$ cat src/rtl/debug_pkg.sv
// debug_pkg: shared types and constants for the debugger UART paths
package debug_pkg;

    typedef enum logic [2:0] {IDLE, LOAD, START, DATA, STOP, GAP} uart_tx_state_t;

    localparam logic [31:0] DBG_ALIVE_CODE = 32'h0000_00AE;
    localparam logic        UART_IDLE_LVL  = 1'b1;

    typedef struct packed {
        logic [2:0]  nbytes;
        logic [31:0] data;
    } resp_entry_t;

endpackage

$ cat src/rtl/uart_baud_gen.sv
// uart_baud_gen: per-bit cycle counter emitting a tick on the last cycle of each bit
module uart_baud_gen #(
    parameter int CLKS_PER_BIT = 234
) (
    input  logic clk,
    input  logic n_Rst,
    input  logic load,
    input  logic en,
    output logic bit_tick
);

    localparam int CW = CLKS_PER_BIT > 1 ? $clog2(CLKS_PER_BIT) : 1;

    logic [CW-1:0] count;

    assign bit_tick = en && count == CW'(CLKS_PER_BIT - 1);

    // load parks the counter at zero so every bit starts on a fresh count
    always_ff @(posedge clk or negedge n_Rst)
        if (!n_Rst)
            count <= '0;
        else if (load)
            count <= '0;
        else if (en)
            count <= bit_tick ? '0 : count + CW'(1);

endmodule

$ cat src/rtl/uart_resp_tx.sv
// uart_resp_tx: buffers debugger response words and sends 1-4 bytes each as 8N1 frames
import debug_pkg::*;

module uart_resp_tx #(
    parameter int CLKS_PER_BIT   = 234,
    parameter int STOP_BITS      = 1,
    parameter int INTER_WORD_GAP = 0
) (
    input  logic        clk,
    input  logic        n_Rst,
    input  logic [31:0] word_data,
    input  logic [2:0]  word_nbytes,
    input  logic        word_valid,
    output logic        word_ready,
    output logic        tx,
    output logic        busy,
    output logic        word_done
);

    localparam int GW = $clog2(INTER_WORD_GAP + 2);

    resp_entry_t    fifo [2];
    resp_entry_t    head;
    logic           wr_ptr, rd_ptr;
    logic [1:0]     occ;
    uart_tx_state_t state;
    logic [31:0]    shreg;
    logic [7:0]     cur;
    logic [2:0]     byte_cnt, bit_cnt;
    logic           stop_cnt;
    logic [GW-1:0]  gap_cnt;
    logic           push, pop, tick, head_ok, run;

    assign word_ready = occ != 2'd2;
    assign push       = word_valid && word_ready;
    assign pop        = state == LOAD;
    assign head       = fifo[rd_ptr];
    assign head_ok    = head.nbytes != 3'd0 && head.nbytes <= 3'd4;
    assign run        = state == START || state == DATA || state == STOP;
    assign cur        = shreg[31:24];
    assign tx         = state == START ? 1'b0 : state == DATA ? cur[bit_cnt] : UART_IDLE_LVL;
    assign busy       = state != IDLE || occ != 2'd0;

    uart_baud_gen #(.CLKS_PER_BIT(CLKS_PER_BIT)) u_baud (
        .clk      (clk),
        .n_Rst    (n_Rst),
        .load     (!run),
        .en       (run),
        .bit_tick (tick)
    );

    // word storage; contents are only meaningful where occupancy says so
    always_ff @(posedge clk)
        if (push)
            fifo[wr_ptr] <= '{nbytes: word_nbytes, data: word_data};

    // occupancy and pointers; a simultaneous push and pop leaves occupancy unchanged
    always_ff @(posedge clk or negedge n_Rst)
        if (!n_Rst) begin
            occ    <= '0;
            wr_ptr <= 1'b0;
            rd_ptr <= 1'b0;
        end else begin
            occ    <= occ + 2'(push) - 2'(pop);
            wr_ptr <= wr_ptr ^ push;
            rd_ptr <= rd_ptr ^ pop;
        end

    // frame sequencer; the selected top byte is left-aligned so the current byte is always shreg[31:24]
    always_ff @(posedge clk or negedge n_Rst)
        if (!n_Rst) begin
            state     <= IDLE;
            shreg     <= '0;
            byte_cnt  <= '0;
            bit_cnt   <= '0;
            stop_cnt  <= 1'b0;
            gap_cnt   <= '0;
            word_done <= 1'b0;
        end else begin
            word_done <= 1'b0;
            case (state)
                IDLE: if (occ != 2'd0) state <= LOAD;
                LOAD: begin
                    shreg    <= head.data << {3'd4 - head.nbytes, 3'b000};
                    byte_cnt <= head.nbytes;
                    state    <= head_ok ? START : IDLE;
                end
                START: if (tick) begin
                    bit_cnt <= '0;
                    state   <= DATA;
                end
                DATA: if (tick) begin
                    bit_cnt  <= bit_cnt + 3'd1;
                    stop_cnt <= 1'b0;
                    if (bit_cnt == 3'd7) state <= STOP;
                end
                STOP: if (tick) begin
                    if (stop_cnt != 1'(STOP_BITS - 1))
                        stop_cnt <= 1'b1;
                    else if (byte_cnt > 3'd1) begin
                        byte_cnt <= byte_cnt - 3'd1;
                        shreg    <= shreg << 8;
                        state    <= START;
                    end else begin
                        word_done <= 1'b1;
                        gap_cnt   <= '0;
                        state     <= INTER_WORD_GAP == 0 ? IDLE : GAP;
                    end
                end
                GAP: begin
                    gap_cnt <= gap_cnt + GW'(1);
                    if (gap_cnt == GW'(INTER_WORD_GAP - 1)) state <= IDLE;
                end
                default: state <= IDLE;
            endcase
        end

endmodule

$ cat config.mk
export PLATFORM = sky130hd
export DESIGN_NAME = uart_resp_tx
export DESIGN_NICKNAME = d
export VERILOG_FILES = /design/src/rtl/debug_pkg.sv /design/src/rtl/uart_baud_gen.sv /design/src/rtl/uart_resp_tx.sv
export SDC_FILE = /design/constraint.sdc
export NUM_CORES = 1
export LEC_CHECK = 0
export CAP_MARGIN = 20
export CORE_ASPECT_RATIO = 2
export CORE_MARGIN = 3
export CORE_UTILIZATION = 55
export CTS_BUF_LIST = sky130_fd_sc_hd__clkbuf_4 sky130_fd_sc_hd__clkbuf_8
export CTS_CLUSTER_SIZE = 8
export DETAILED_ROUTE_END_ITERATION = 10
export PLACE_DENSITY = 0.79
export RECOVER_POWER = 50
export SLEW_MARGIN = 20
export SYNTH_ARGS = -nofsm -noshare
export SYNTH_HDL_FRONTEND = slang
export SYNTH_SLANG_ARGS = --single-unit
$ cat constraint.sdc
create_clock -name clk -period 2.57 [get_ports clk]
set_clock_uncertainty 0.1 [all_clocks]
set_input_delay 0.514 -clock clk [delete_from_list [all_inputs] [get_ports clk]]
set_output_delay 0.514 -clock clk [all_outputs]
set_load 0.02 [all_outputs]
## After elaboration in Yosys (flattened, before gate mapping)

Memory sizes are Yosys's and may differ from the RTL's.
Index checks and enable logic that the tools add are counted.

- Register bits: 56
- RAM bits: 70
- Input port bits: 38
- Output and inout bits: 4
- Word-level logic and storage cells: 102
- Memories kept: 1

- Add/subtract/negate cells: 7
- Magnitude comparators: 3
- Equal/unequal tests: 17
- Shift operators: 1
- Mux-type cells: 41
- Bitwise operators: 2
- Reduce and logical (&&, ||, !) cells: 19

Memories:

| memory | words | bits a word | read ports | clocked after memory_dff | wr ports | line | RTL |
|---|---|---|---|---|---|---|---|
| fifo | 2 | 35 | 1 | 0 | 1 | uart_resp_tx.sv:22 | `resp_entry_t fifo [2];` |

Operators with widths:

| kind | number |
|---|---|
| 32-bit two-way mux | 3 |
| 32-bit one-hot mux with 2 select lines | 1 |
| 3-bit two-way mux | 12 |
| 32-bit by 6-bit left shift with 32-bit output | 1 |
| 3-bit one-hot mux with 6 select lines | 1 |
| 8-bit two-way mux | 2 |
| 1-bit two-way mux | 15 |
| 3-bit one-hot mux with 2 select lines | 2 |
| 2-bit by 1-bit != test with 1-bit output (second input constant) | 5 |
| 2-bit != test (second input constant) | 5 |
| 2-bit nonzero test | 5 |
| 3-bit == test (second input constant) | 3 |
| 8-bit by 1-bit adder with 8-bit output (second input constant) | 1 |
| 8-bit == test (second input constant) | 1 |
| 4-bit AND reduction | 2 |
| 7-bit AND reduction | 1 |
| 3-bit by 2-bit == test with 1-bit output (second input constant) | 2 |
| 3-bit AND reduction | 2 |
| 3-bit nonzero test | 2 |
| 3-bit by 4-bit less-than comparator with 1-bit output (second input constant) | 1 |
| 2-bit two-way mux | 2 |
| 1-bit one-hot mux with 2 select lines | 2 |
| 3-bit by 1-bit adder with 3-bit output (second input constant) | 1 |
| 1-bit binary-select mux with 3-bit select | 1 |
| 12 further kinds | 17 |

## Logic depth before layout (Yosys ltp)

Gate-level depths: netlist of the first run.

- Depth after elaboration: 6
- Mapped depth: 11
- Depth with buffers taken out: 7

## Hierarchy

A second synthesis of the first run with hierarchy kept.

- Cells, all modules: 477
- Area total of the unflattened synthesis: 5967.0 sq um

Modules (own cells, without submodules):

| module | instances | cells each | area an instance (sq um) | seq. area each (sq um) |
|---|---|---|---|---|
| uart_resp_tx | 1 | 420 | 5450.2 | 3278.1 |
| uart_baud_gen | 1 | 57 | 516.7 | 200.2 |

## Worst setup path before layout of the first run

OpenSTA, ideal clock, no wires.

- Path kind: register to register
- Start point: register rd_ptr
- End point: register shreg[0]
- Setup time: 0.065 ns
- Arrival time: 2.395 ns
- Required time: 2.405 ns
- Setup slack: 0.010 ns
- Cell stages (with the launch flop): 10
- Path buffers: 4
- Clock period less this slack: 2.560 ns
- Path through: dfrtp_1 > buf_6 > buf_6 > buf_2 > buf_2 > mux2i_1 > ha_1 > or4_4 > nor2_4 > a22o_1

- Longest elaborated chain between the ends: 4

Ends and longest elaborated chain:

| item | line | RTL |
|---|---|---|
| from (decl) | uart_resp_tx.sv:24 | `logic wr_ptr, rd_ptr;` |
| from (signal assigned) | uart_resp_tx.sv:66 | `rd_ptr <= rd_ptr ^ pop;` |
| memory 2 x 35 bit * | n/a |  |
| 3-bit subtractor | uart_resp_tx.sv:84 | `shreg <= head.data << {3'd4 - head.nbytes, 3'b000};` |
| 32-bit by 6-bit left shift with 32-bit output * | uart_resp_tx.sv:84 |  |
| 32-bit one-hot mux with 2 select lines * | uart_resp_tx.sv:81 | `case (state)` |
| to (signal assigned) | uart_resp_tx.sv:84 |  |
| to (signal assigned) | uart_resp_tx.sv:102 | `shreg <= shreg << 8;` |
| to (decl) | uart_resp_tx.sv:27 | `logic [31:0] shreg;` |

Every way passes the cells marked *; elsewhere a longest branch is shown, timed or not.
A chain may end at the register's enable or synchronous reset.

## Worst setup path in the final report of the first run

- Start point: register state[0]
- End point: output busy

- Longest elaborated chain between the ends: 2

Ends and longest elaborated chain:

| item | line | RTL |
|---|---|---|
| from (decl) | uart_resp_tx.sv:26 | `uart_tx_state_t state;` |
| from (signal assigned) | uart_resp_tx.sv:86 | `state <= head_ok ? START : IDLE;` |
| from (signal assigned) | uart_resp_tx.sv:107 | `state <= INTER_WORD_GAP == 0 ? IDLE : GAP;` |
| 3-bit nonzero test | uart_resp_tx.sv:42 | `assign busy = state != IDLE \|\| occ != 2'd0;` |
| 1-bit logical OR | uart_resp_tx.sv:42 |  |
| to (decl) | uart_resp_tx.sv:16 | `output logic busy,` |

Every way passes these cells.

==> flow_metrics.env, run 1 <==
export IMPL_die_y_um=150.0
export IMPL_ant_nets=0
export IMPL_fin_crit_ps=2428
export IMPL_grt_max_degree=46
export IMPL_fillers=789
export IMPL_die_x_um=77.98
export IMPL_port_buffers=41
export IMPL_start_util_pct=56.15
export IMPL_hold_viol=0
export IMPL_synth_ff_type="edfxtp_1"
export IMPL_grt_use_total_pct=20.33
export IMPL_fin_crit_sh_pct=94.46
export IMPL_crit_required_ps=1960
export IMPL_worstPathArrival_ps=1810
export IMPL_crit_type="flop to output pin"
export IMPL_gr_total_overflow=0
export IMPL_critPathMaxFanout=9
export IMPL_dp_hpwl_um=7585
export IMPL_drc=0
export IMPL_tightestPinTransition_ps=1569
export IMPL_synth_top_area_share_pct=36.88
export IMPL_power_leakage_nw=2.631
export IMPL_r2r_end="shreg[8]"
export IMPL_synth_top_cell_by_area="edfxtp_1"
export IMPL_p_per_area_nw_per_um2=1187
export IMPL_setup_tns_ps=0
export IMPL_netlist_top_cells_area="edfxtp_1 37%, dfrtp_1 24%, mux2i_1 3.9%, mux2_2 3.2%, o21ai_0 2.6%"
export IMPL_grt_pass1_vias=3842
export IMPL_setup_viol=0
export IMPL_areaGrowthSynthToFinish_pct=18.13
export IMPL_critPathLaunchType="flop"
export IMPL_hold_path_class="primary input to async pin"
export IMPL_drt_initial_drc_count=260
export IMPL_gp_congestion=0.8421
export IMPL_cts_buffers=17
export IMPL_cts_tree="done"
export IMPL_clkLatencyLatePin_ps=430
export IMPL_dr_pass1_iters=5
export IMPL_io_pins=42
export IMPL_violations="max-capacitance violations, max-slew violations"
export IMPL_fin_cells=648
export IMPL_synth_edf_count=70
export IMPL_routed_wl_um=10860
export IMPL_viasPerCell=5.691
export IMPL_r2r_start="rd_ptr"
export IMPL_synth_seq_cells=125
export IMPL_diodes=0
export IMPL_synth_area_um2=5699
export IMPL_die_area_um2=11690
export IMPL_fp_row_count=52
export IMPL_vias=3688
export IMPL_slew_headroom_pct=-4.621
export IMPL_cts_root_buf="clkbuf_8"
export IMPL_ys_types=51
export IMPL_drive_above_1_share_pct=16.37
export IMPL_grt_first_pass_wirelength_um=18200
export IMPL_cts_path_max_buffers=2
export IMPL_clkTransAtPathRegs_ps=80
export IMPL_worstRegToRegCells=7
export IMPL_ys_seq_area_share_pct=61.03
export IMPL_reg2reg_slack_ps=250
export IMPL_yosys_top_cells_count="70 x edfxtp_1, 55 x dfrtp_1, 34 x nor2_1"
export IMPL_rsz0062_at_grt="no"
export IMPL_synth_cells=449
export IMPL_ys_warn_count=0
export IMPL_clock_sinks=125
export IMPL_worst_setup_path_end_kind="output pin"
export IMPL_fmax_mhz=411.9
export IMPL_antenna_found_initial=0
export IMPL_coreArea_um2=10150
export IMPL_cap_violations=1
export IMPL_ir_worst_vdd_mv=0.8853
export IMPL_slew_viol_final=30
export IMPL_wire_per_inst_um=16.75
export IMPL_status="finished, violations left"
export IMPL_synth_nets=498
export IMPL_h_tree_depth=4
export IMPL_dpl_cell_area_um2=6274
export IMPL_final_area_um2=6733
export IMPL_ys_async_sr_fraction_pct=44.00
export IMPL_nets=549
export IMPL_syn_avg_cell_area_um2=12.69
export IMPL_power_total_mw=7.990
export IMPL_dp_cells=615
export IMPL_yosysMostFrequentCell="edfxtp_1"
[how the worst max path moves through the flow]
| stage | slack [ps] | cells after the start | endpoint | startpoint |
|---|---|---|---|---|
| finish | 140 | 4 | busy | state[0] |
| global route | 20 | 4 | busy | state[0] |
| CTS | 20 | 4 | tx | bit_cnt[0] |
| detailed placement | 180 | 4 | tx | bit_cnt[0] |
| global placement | 250 | 4 | tx | bit_cnt[0] |
| floorplan | 10 | 9 | shreg[0] | rd_ptr |
[layout by cell type, fill, tap and decap left out, types with 2 or more instances in the layout]
| cell type | count |
|---|---|
| clkbuf_4 | 2 |
| nand3_1 | 14 |
| nor2_4 | 3 |
| mux2i_1 | 22 |
| nor3_1 | 2 |
| xor2_1 | 5 |
| mux4_2 | 2 |
| edfxtp_1 | 70 |
| nand2b_1 | 11 |
| clkinv_4 | 4 |
| dlygate4sd3_1 | 35 |
| dfrtp_2 | 2 |
| clkbuf_1 | 2 |
| mux2_2 | 16 |
| a32oi_1 | 8 |
| clkbuf_8 | 17 |
| clkdlybuf4s50_1 | 4 |
| nand4_1 | 2 |
| nor3_2 | 2 |
| a21oi_1 | 22 |
| a211oi_1 | 18 |
| nor2_1 | 34 |
| xnor2_1 | 3 |
| ha_1 | 11 |
| o31ai_1 | 2 |
| buf_12 | 2 |
| nand2_1 | 24 |
| bufinv_16 | 5 |
| buf_4 | 13 |
| o21ai_1 | 4 |
| inv_1 | 11 |
| a22o_1 | 8 |
| dfrtp_1 | 53 |
| and3_1 | 9 |
| nor2b_1 | 9 |
| inv_6 | 2 |
| a221oi_1 | 7 |
| o21ai_0 | 30 |
[layout make-up]
class                           count  area (µm²)  share of cell area (%)
Sequential cell                   125        3481                   51.70
Multi-Input combinational cell    286        2029                   30.14
Timing Repair Buffer               58       545.5                   8.103
Clock buffer                       19       249.0                   3.698
Clock inverter                     13       214.0                   3.178
Tap cell                          135       168.9                   2.509
Inverter                           12       45.04                  0.6690
[report_power, final]
part / switching [mW] / internal, mW / leakage (nW)
combinational: 1.71 / 1.22 / 1.06
clock: 0.772 / 1.18 / 0.229
sequential: 0.322 / 2.79 / 1.34
[cell families (layout without fill, tap and decap cells)]
kind of cell | Yosys count | in the layout | synth area share [%]
compound gates | 106 | 106 | 12.34
xor+xnor | 9 | 9 | 1.515
fa+ha+maj | 11 | 11 | 2.415
buf+inv | 38 | 102 | 3.359
flops | 125 | 125 | 61.03
mux | 42 | 42 | 8.474
simple gates | 118 | 118 | 10.87
[what timing repair did]
action,4_1_cts,5_1_grt
hold buffers,0,0
pin swaps,0,0
buffers inserted,1,0
resized for setup,4,3
endpoints found under the setup margin,1,2
endpoints found under the hold margin,0,0
[registers in the layout, summed over array words and instances, names as in the netlist]
signal        flops
bit_cnt           3
byte_cnt          3
fifo             70
gap_cnt           1
occ               2
rd_ptr            1
shreg            32
state             3
u_baud.count      8
word_done         1
wr_ptr            1
[stage by stage]
step	util, %	hold WS (ps)	worst slack (ps)
floorplan	-	118.4	9.989
global placement	61.81	361.2	254.2
detailed placement	61.81	370.6	179.0
CTS	66.46	2.078	24.22
global route	66.33	420.1	19.21
finish	66.33	357.0	142.3
[layer usage]
| metal | vias to the layer above | GRT usage, % | wire (µm) | part of all wire, % |
|---|---|---|---|---|
| met5 | - | 0 | 0 | 0 |
| met4 | 0 | 10.95 | 448 | 4.1 |
| met3 | 31 | 4.759 | 408 | 3.8 |
| met2 | 103 | 36.60 | 6226 | 57 |
| met1 | 1777 | 21.61 | 3772 | 35 |
| li1 | 1777 | - | - | - |
[critical path: stages, from the launching register on]
cell,delay [ps]
dfrtp_1,380
buf_4,180
nor3_2,220
nand2_1,70
clkdlybuf4s50_1,530
Power figures use the tool's default switching activity.
==> inputs of run 2 (changes only) <==
- REMOVE_ABC_BUFFERS: not set -> 1
==> flow_metrics.env, run 2 (synthesized netlist as in run 1, its figures left out) <==
export IMPL_power_total_mw=7.762
export IMPL_fin_crit_sh_pct=94.93
export IMPL_cp_top_family="buffers and inverters"
export IMPL_seqPwrFrac_pct=40.2
export IMPL_cts_buffers=17
export IMPL_worstRegToRegCells=7
export IMPL_dp_hpwl_um=7307
export IMPL_slew_headroom_pct=5.015
export IMPL_critPathMaxFanout=10
export IMPL_crit_chain="nor3_2 -> nand2_1 -> clkdlybuf4s50_1"
export IMPL_switching_share_pct=36.63
export IMPL_clock_sinks=125
export IMPL_p_per_area_nw_per_um2=1161
export IMPL_grt_pass1_vias=3743
export IMPL_coreArea_um2=10150
export IMPL_fin_cells=647
export IMPL_path_buf_inv=1
export IMPL_die_x_um=77.98
export IMPL_cts_root_buf="clkbuf_8"
export IMPL_largest_register_ffs=70
export IMPL_cp_slowest_cell="clkdlybuf4s50_1"
export IMPL_power_leakage_nw=2.604
export IMPL_crit_required_ps=1960
export IMPL_critPathMaxStageDelay_ps=540
export IMPL_hp_start="shreg[15]"
export IMPL_viasPerCell=5.736
export IMPL_grt_use_total_pct=19.39
export IMPL_layout_common_cells="70 x edfxtp_1, 52 x dfrtp_1, 36 x dlygate4sd3_1, 34 x nor2_1, 30 x o21ai_0"
export IMPL_drc=0
export IMPL_rsz0062_at_grt="no"
export IMPL_clock_power_share_pct=22.3
export IMPL_hold_path_class="flop to flop"
export IMPL_die_y_um=150.0
export IMPL_cts_path_max_buffers=2
export IMPL_worst_setup_path_end_kind="output pin"
export IMPL_tightestPinTransition_ps=1425
export IMPL_drt_initial_drc_count=197
export IMPL_crit_type="flop to output pin"
export IMPL_pwr_share_comb_pct=37.5
export IMPL_wire_per_inst_um=16.36
export IMPL_port_buffers=41
export IMPL_gr_total_overflow=0
export IMPL_critPathLaunchType="flop"
export IMPL_r2r_end="occ[1]"
export IMPL_largest_register="fifo"
export IMPL_intPower_mw=4.919
export IMPL_h_tree_depth=4
export IMPL_fin_crit_ps=2440
export IMPL_fp_row_count=52
export IMPL_routed_wl_um=10590
export IMPL_cts_tree="done"
export IMPL_grt_max_degree=46
export IMPL_clkTransAtPathRegs_ps=80
export IMPL_areaGrowthSynthToFinish_pct=17.32
export IMPL_setup_viol=0
export IMPL_worstPathArrival_ps=1830
export IMPL_r2r_start="state[0]"
export IMPL_clkLatencyLatePin_ps=430
export IMPL_hold_viol=0
export IMPL_status="finished, final reports clean"
export IMPL_vias=3711
export IMPL_ant_nets=0
export IMPL_finalCoreUtilization_pct=65.88
export IMPL_hold_path_end="shreg[15]"
export IMPL_cap_violations=0
export IMPL_reg2reg_slack_ps=210
export IMPL_diodes=0
export IMPL_nets=548
export IMPL_drive_above_1_share_pct=16.60
export IMPL_p_sw_mw=2.843
export IMPL_dr_pass1_iters=4
export IMPL_dp_cells=613
export IMPL_slew_viol_final=0
export IMPL_final_common_cell="edfxtp_1"
export IMPL_start_util_pct=56.15
export IMPL_gp_congestion=0.7979
export IMPL_largestRegisters="fifo (70), shreg (32), u_baud.count (8)"
export IMPL_hold_path_cell_count=2
export IMPL_ir_worst_vdd_mv=0.5856
export IMPL_fmax_mhz=409.9
export IMPL_io_pins=42
export IMPL_die_area_um2=11690
export IMPL_fillers=775
export IMPL_setup_tns_ps=0
export IMPL_grt_first_pass_wirelength_um=17570
export IMPL_antenna_found_initial=0
-- run 2: cell types whose count changed in the layout (fill, tap and decap cells not counted), sizes merged --
cell,before,now
bufinv,5,2
buf,16,13
inv,14,17
dlygate4sd3,35,36
clkinvlp,1,2
-- run 2: tightest hold or removal path: cells and delay by family (launching register included) --
family / cells / cell delay [ps]
AO/OA/AOI/OAI: 1 / 60
flip-flops: 1 / 350
AND/OR/NAND/NOR: 1 / 40
-- run 2: power by group through the flow --
stage,combinational [mW],sequential (mW),clock [mW]
after detailed placement,2.94,3.16,0
after CTS,2.95,3.12,1.76
after floorplan,2.00,3.16,0
after global placement,2.82,3.11,0
after global routing,3.24,3.18,1.86
final,2.91,3.12,1.73
-- run 2: per-layer routing --
| metal | GRT usage (%) | wire length [µm] | up-vias |
|---|---|---|---|
| met5 | 0 | 0 | - |
| met4 | 8.757 | 193 | 0 |
| met3 | 4.036 | 347 | 19 |
| met2 | 35.87 | 6217 | 72 |
| met1 | 20.82 | 3829 | 1847 |
| li1 | - | - | 1773 |
-- run 2: worst max-delay path by stage --
stage          slack [ps]       start        to  depth (start not counted)
6_report              130    state[0]      busy                          3
5_1_grt                30    state[0]    occ[1]                          7
4_1_cts                10  bit_cnt[0]        tx                          4
3_5_place_dp          190  bit_cnt[0]        tx                          4
3_3_place_gp          240  bit_cnt[0]        tx                          4
2_1_floorplan       -1100      rd_ptr  shreg[0]                          6
-- run 2: metrics by stage --
| step | cell area, µm² | hold WS [ps] | worst slack, ps |
|---|---|---|---|
| after floorplan | 5553 | 118.4 | -1098 |
| after global placement | 6271 | 360.9 | 240.9 |
| after detailed placement | 6271 | 372.7 | 188.8 |
| after CTS | 6694 | 389.5 | 11.08 |
| after global routing | 6686 | 409.9 | 27.17 |
| final | 6686 | 388.8 | 130.2 |
-- run 2: area by class of cell --
| class | instances | area, µm² | area share [%] |
|---|---|---|---|
| tap | 135 | 168.9 | 2.526 |
| sequential | 125 | 3482 | 52.08 |
| clock buffer | 18 | 247.7 | 3.705 |
| timing repair buffer | 57 | 554.3 | 8.290 |
| inverter | 12 | 45.04 | 0.6737 |
| multi-input combinational | 286 | 2029 | 30.35 |
| clock inverter | 14 | 158.9 | 2.376 |
-- run 2: repair_timing --
action | CTS | global route
endpoints found under the hold margin | 24 | 0
gates resized for setup | 4 | 3
hold buffers | 1 | 0
setup buffers | 0 | 1
endpoints found under the setup margin | 2 | 2
==> inputs of run 3 (changes only) <==
- CORE_ASPECT_RATIO: 2 -> 1.4
- CORE_UTILIZATION: 55 -> 49
- PLACE_DENSITY: 0.79 -> 0.71
==> flow_metrics.env, run 3 (synthesized netlist as in run 1, its figures left out) <==
export IMPL_slew_viol_final=0
export IMPL_port_buffers=41
export IMPL_largest_register_ffs=70
export IMPL_setup_tns_ps=0
export IMPL_worst_setup_path_end_kind="output pin"
export IMPL_status="finished, final reports clean"
export IMPL_final_common_cell="edfxtp_1"
export IMPL_power_leakage_nw=2.605
export IMPL_drc=0
export IMPL_fillers=912
export IMPL_grt_use_total_pct=17.13
export IMPL_slew_headroom_pct=11.14
export IMPL_areaGrowthSynthToFinish_pct=17.48
export IMPL_vias=3654
export IMPL_h_tree_depth=4
export IMPL_die_x_um=97.15
export IMPL_clkLatencyLatePin_ps=420
export IMPL_worstRegToRegCells=8
export IMPL_crit_type="flop to output pin"
export IMPL_coreArea_um2=11340
export IMPL_drive_above_1_share_pct=15.49
export IMPL_nets=546
export IMPL_fin_crit_sh_pct=95.92
export IMPL_grt_pass1_vias=3843
export IMPL_die_y_um=133.6
export IMPL_fmax_mhz=405.7
export IMPL_setup_viol=0
export IMPL_rsz0062_at_grt="no"
export IMPL_largest_register="fifo"
export IMPL_routed_wl_um=10380
export IMPL_layout_common_cells="70 x edfxtp_1, 52 x dfrtp_1, 36 x dlygate4sd3_1, 34 x nor2_1, 30 x o21ai_0"
export IMPL_intPower_mw=5.034
export IMPL_viasPerCell=5.587
export IMPL_cts_path_max_buffers=2
export IMPL_antenna_found_initial=0
export IMPL_crit_required_ps=1960
export IMPL_pwr_share_comb_pct=37.2
export IMPL_critPathLaunchType="flop"
export IMPL_dr_pass1_iters=4
export IMPL_hold_path_class="flop to flop"
export IMPL_grt_first_pass_wirelength_um=17750
export IMPL_ir_worst_vdd_mv=0.5423
export IMPL_critPathMaxFanout=4
export IMPL_hold_viol=0
export IMPL_clock_sinks=125
export IMPL_p_sw_mw=2.690
export IMPL_cap_violations=0
export IMPL_gp_congestion=0.7986
export IMPL_multi_input_area_um2=2034
export IMPL_final_area_um2=6695
export IMPL_p_per_area_nw_per_um2=1154
export IMPL_dp_hpwl_um=6891
export IMPL_wire_per_inst_um=15.88
export IMPL_setup_slack_ps=104.9
export IMPL_diodes=0
export IMPL_seqPwrFrac_pct=40.5
export IMPL_pre_cts_slack_ps=191.1
export IMPL_largestRegisters="fifo (70), shreg (32), u_baud.count (8)"
export IMPL_worstPathArrival_ps=1850
export IMPL_die_area_um2=12980
export IMPL_cts_buffers=17
export IMPL_fp_row_count=46
export IMPL_cts_root_buf="clkbuf_8"
export IMPL_fin_crit_ps=2465
export IMPL_clkTransAtPathRegs_ps=60
export IMPL_grt_max_degree=46
export IMPL_hold_path_cell_count=2
export IMPL_dpl_cell_area_um2=6280
export IMPL_drt_initial_drc_count=173
export IMPL_seqCellArea_um2=3482
export IMPL_tightestPinTransition_ps=1333
export IMPL_ant_nets=0
export IMPL_clock_power_share_pct=22.3
export IMPL_io_pins=42
export IMPL_switching_share_pct=34.83
export IMPL_cts_tree="done"
export IMPL_start_util_pct=50.26
export IMPL_gr_total_overflow=0
export IMPL_finalCoreUtilization_pct=59.05
run 3: cell count changes in the layout (fill, tap and decap cells not counted), sizes merged:
cell,change
clkdlybuf4s15,+1
bufinv,+1
clkinv,+2
inv,-5
clkbuf,+2
clkinvlp,-2
buf,-1
run 3: worst max-delay path: stages (launching register included):
cell	delay, ps
dfrtp_2	410
mux4_2	500
mux2i_1	150
o21ai_0	110
clkdlybuf4s15_2	270
run 3: repair_timing:
item                                    4_1_cts  5_1_grt
endpoints found under the setup margin        1        2
hold buffers                                  1        0
gates resized for setup                       4        3
endpoints found under the hold margin        22        0
buffers inserted                              1        0
run 3: per-layer routing:
layer / part of all wire, % / up-vias / track usage, %
met2: 54 / 59 / 31.11
li1: - / 1759 / -
met4: 1.6 / 0 / 7.026
met1: 41 / 1823 / 19.04
met3: 3.0 / 13 / 4.295
met5: 0 / - / 0
run 3: path summary, 6_finish.rpt:
check,start,endpoint,slack [ps]
hold / removal,shreg[14],shreg[14],380
min in group asynchronous,n_Rst,occ[0],810
hold reg to reg,shreg[14],shreg[14],380
max in group asynchronous,n_Rst,bit_cnt[0],300
setup reg to reg,rd_ptr,shreg[11],300
setup / recovery,bit_cnt[0],tx,100
run 3: cell type report:
cell class / count / area share, %
inverter: 12 / 0.6728
sequential: 125 / 52.01
clock buffer: 22 / 4.242
clock inverter: 10 / 1.775
timing repair buffer: 55 / 8.223
multi-input combinational: 286 / 30.39
tap: 144 / 2.691
run 3: through the flow:
stage	cells	hold WS, ps	total power, mW
finish	654	384.0	7.724
detailed placement	620	370.0	6.070
CTS	654	388.6	7.822
global route	654	413.6	8.285
floorplan	423	118.4	5.156
global placement	620	361.1	5.939
run 3: power groups by stage:
stage	combinational, mW	sequential (mW)	clock (mW)
finish	2.87	3.13	1.72
global route	3.23	3.19	1.87
CTS	2.93	3.13	1.77
detailed placement	2.91	3.16	0
global placement	2.82	3.12	0
floorplan	2.00	3.16	0
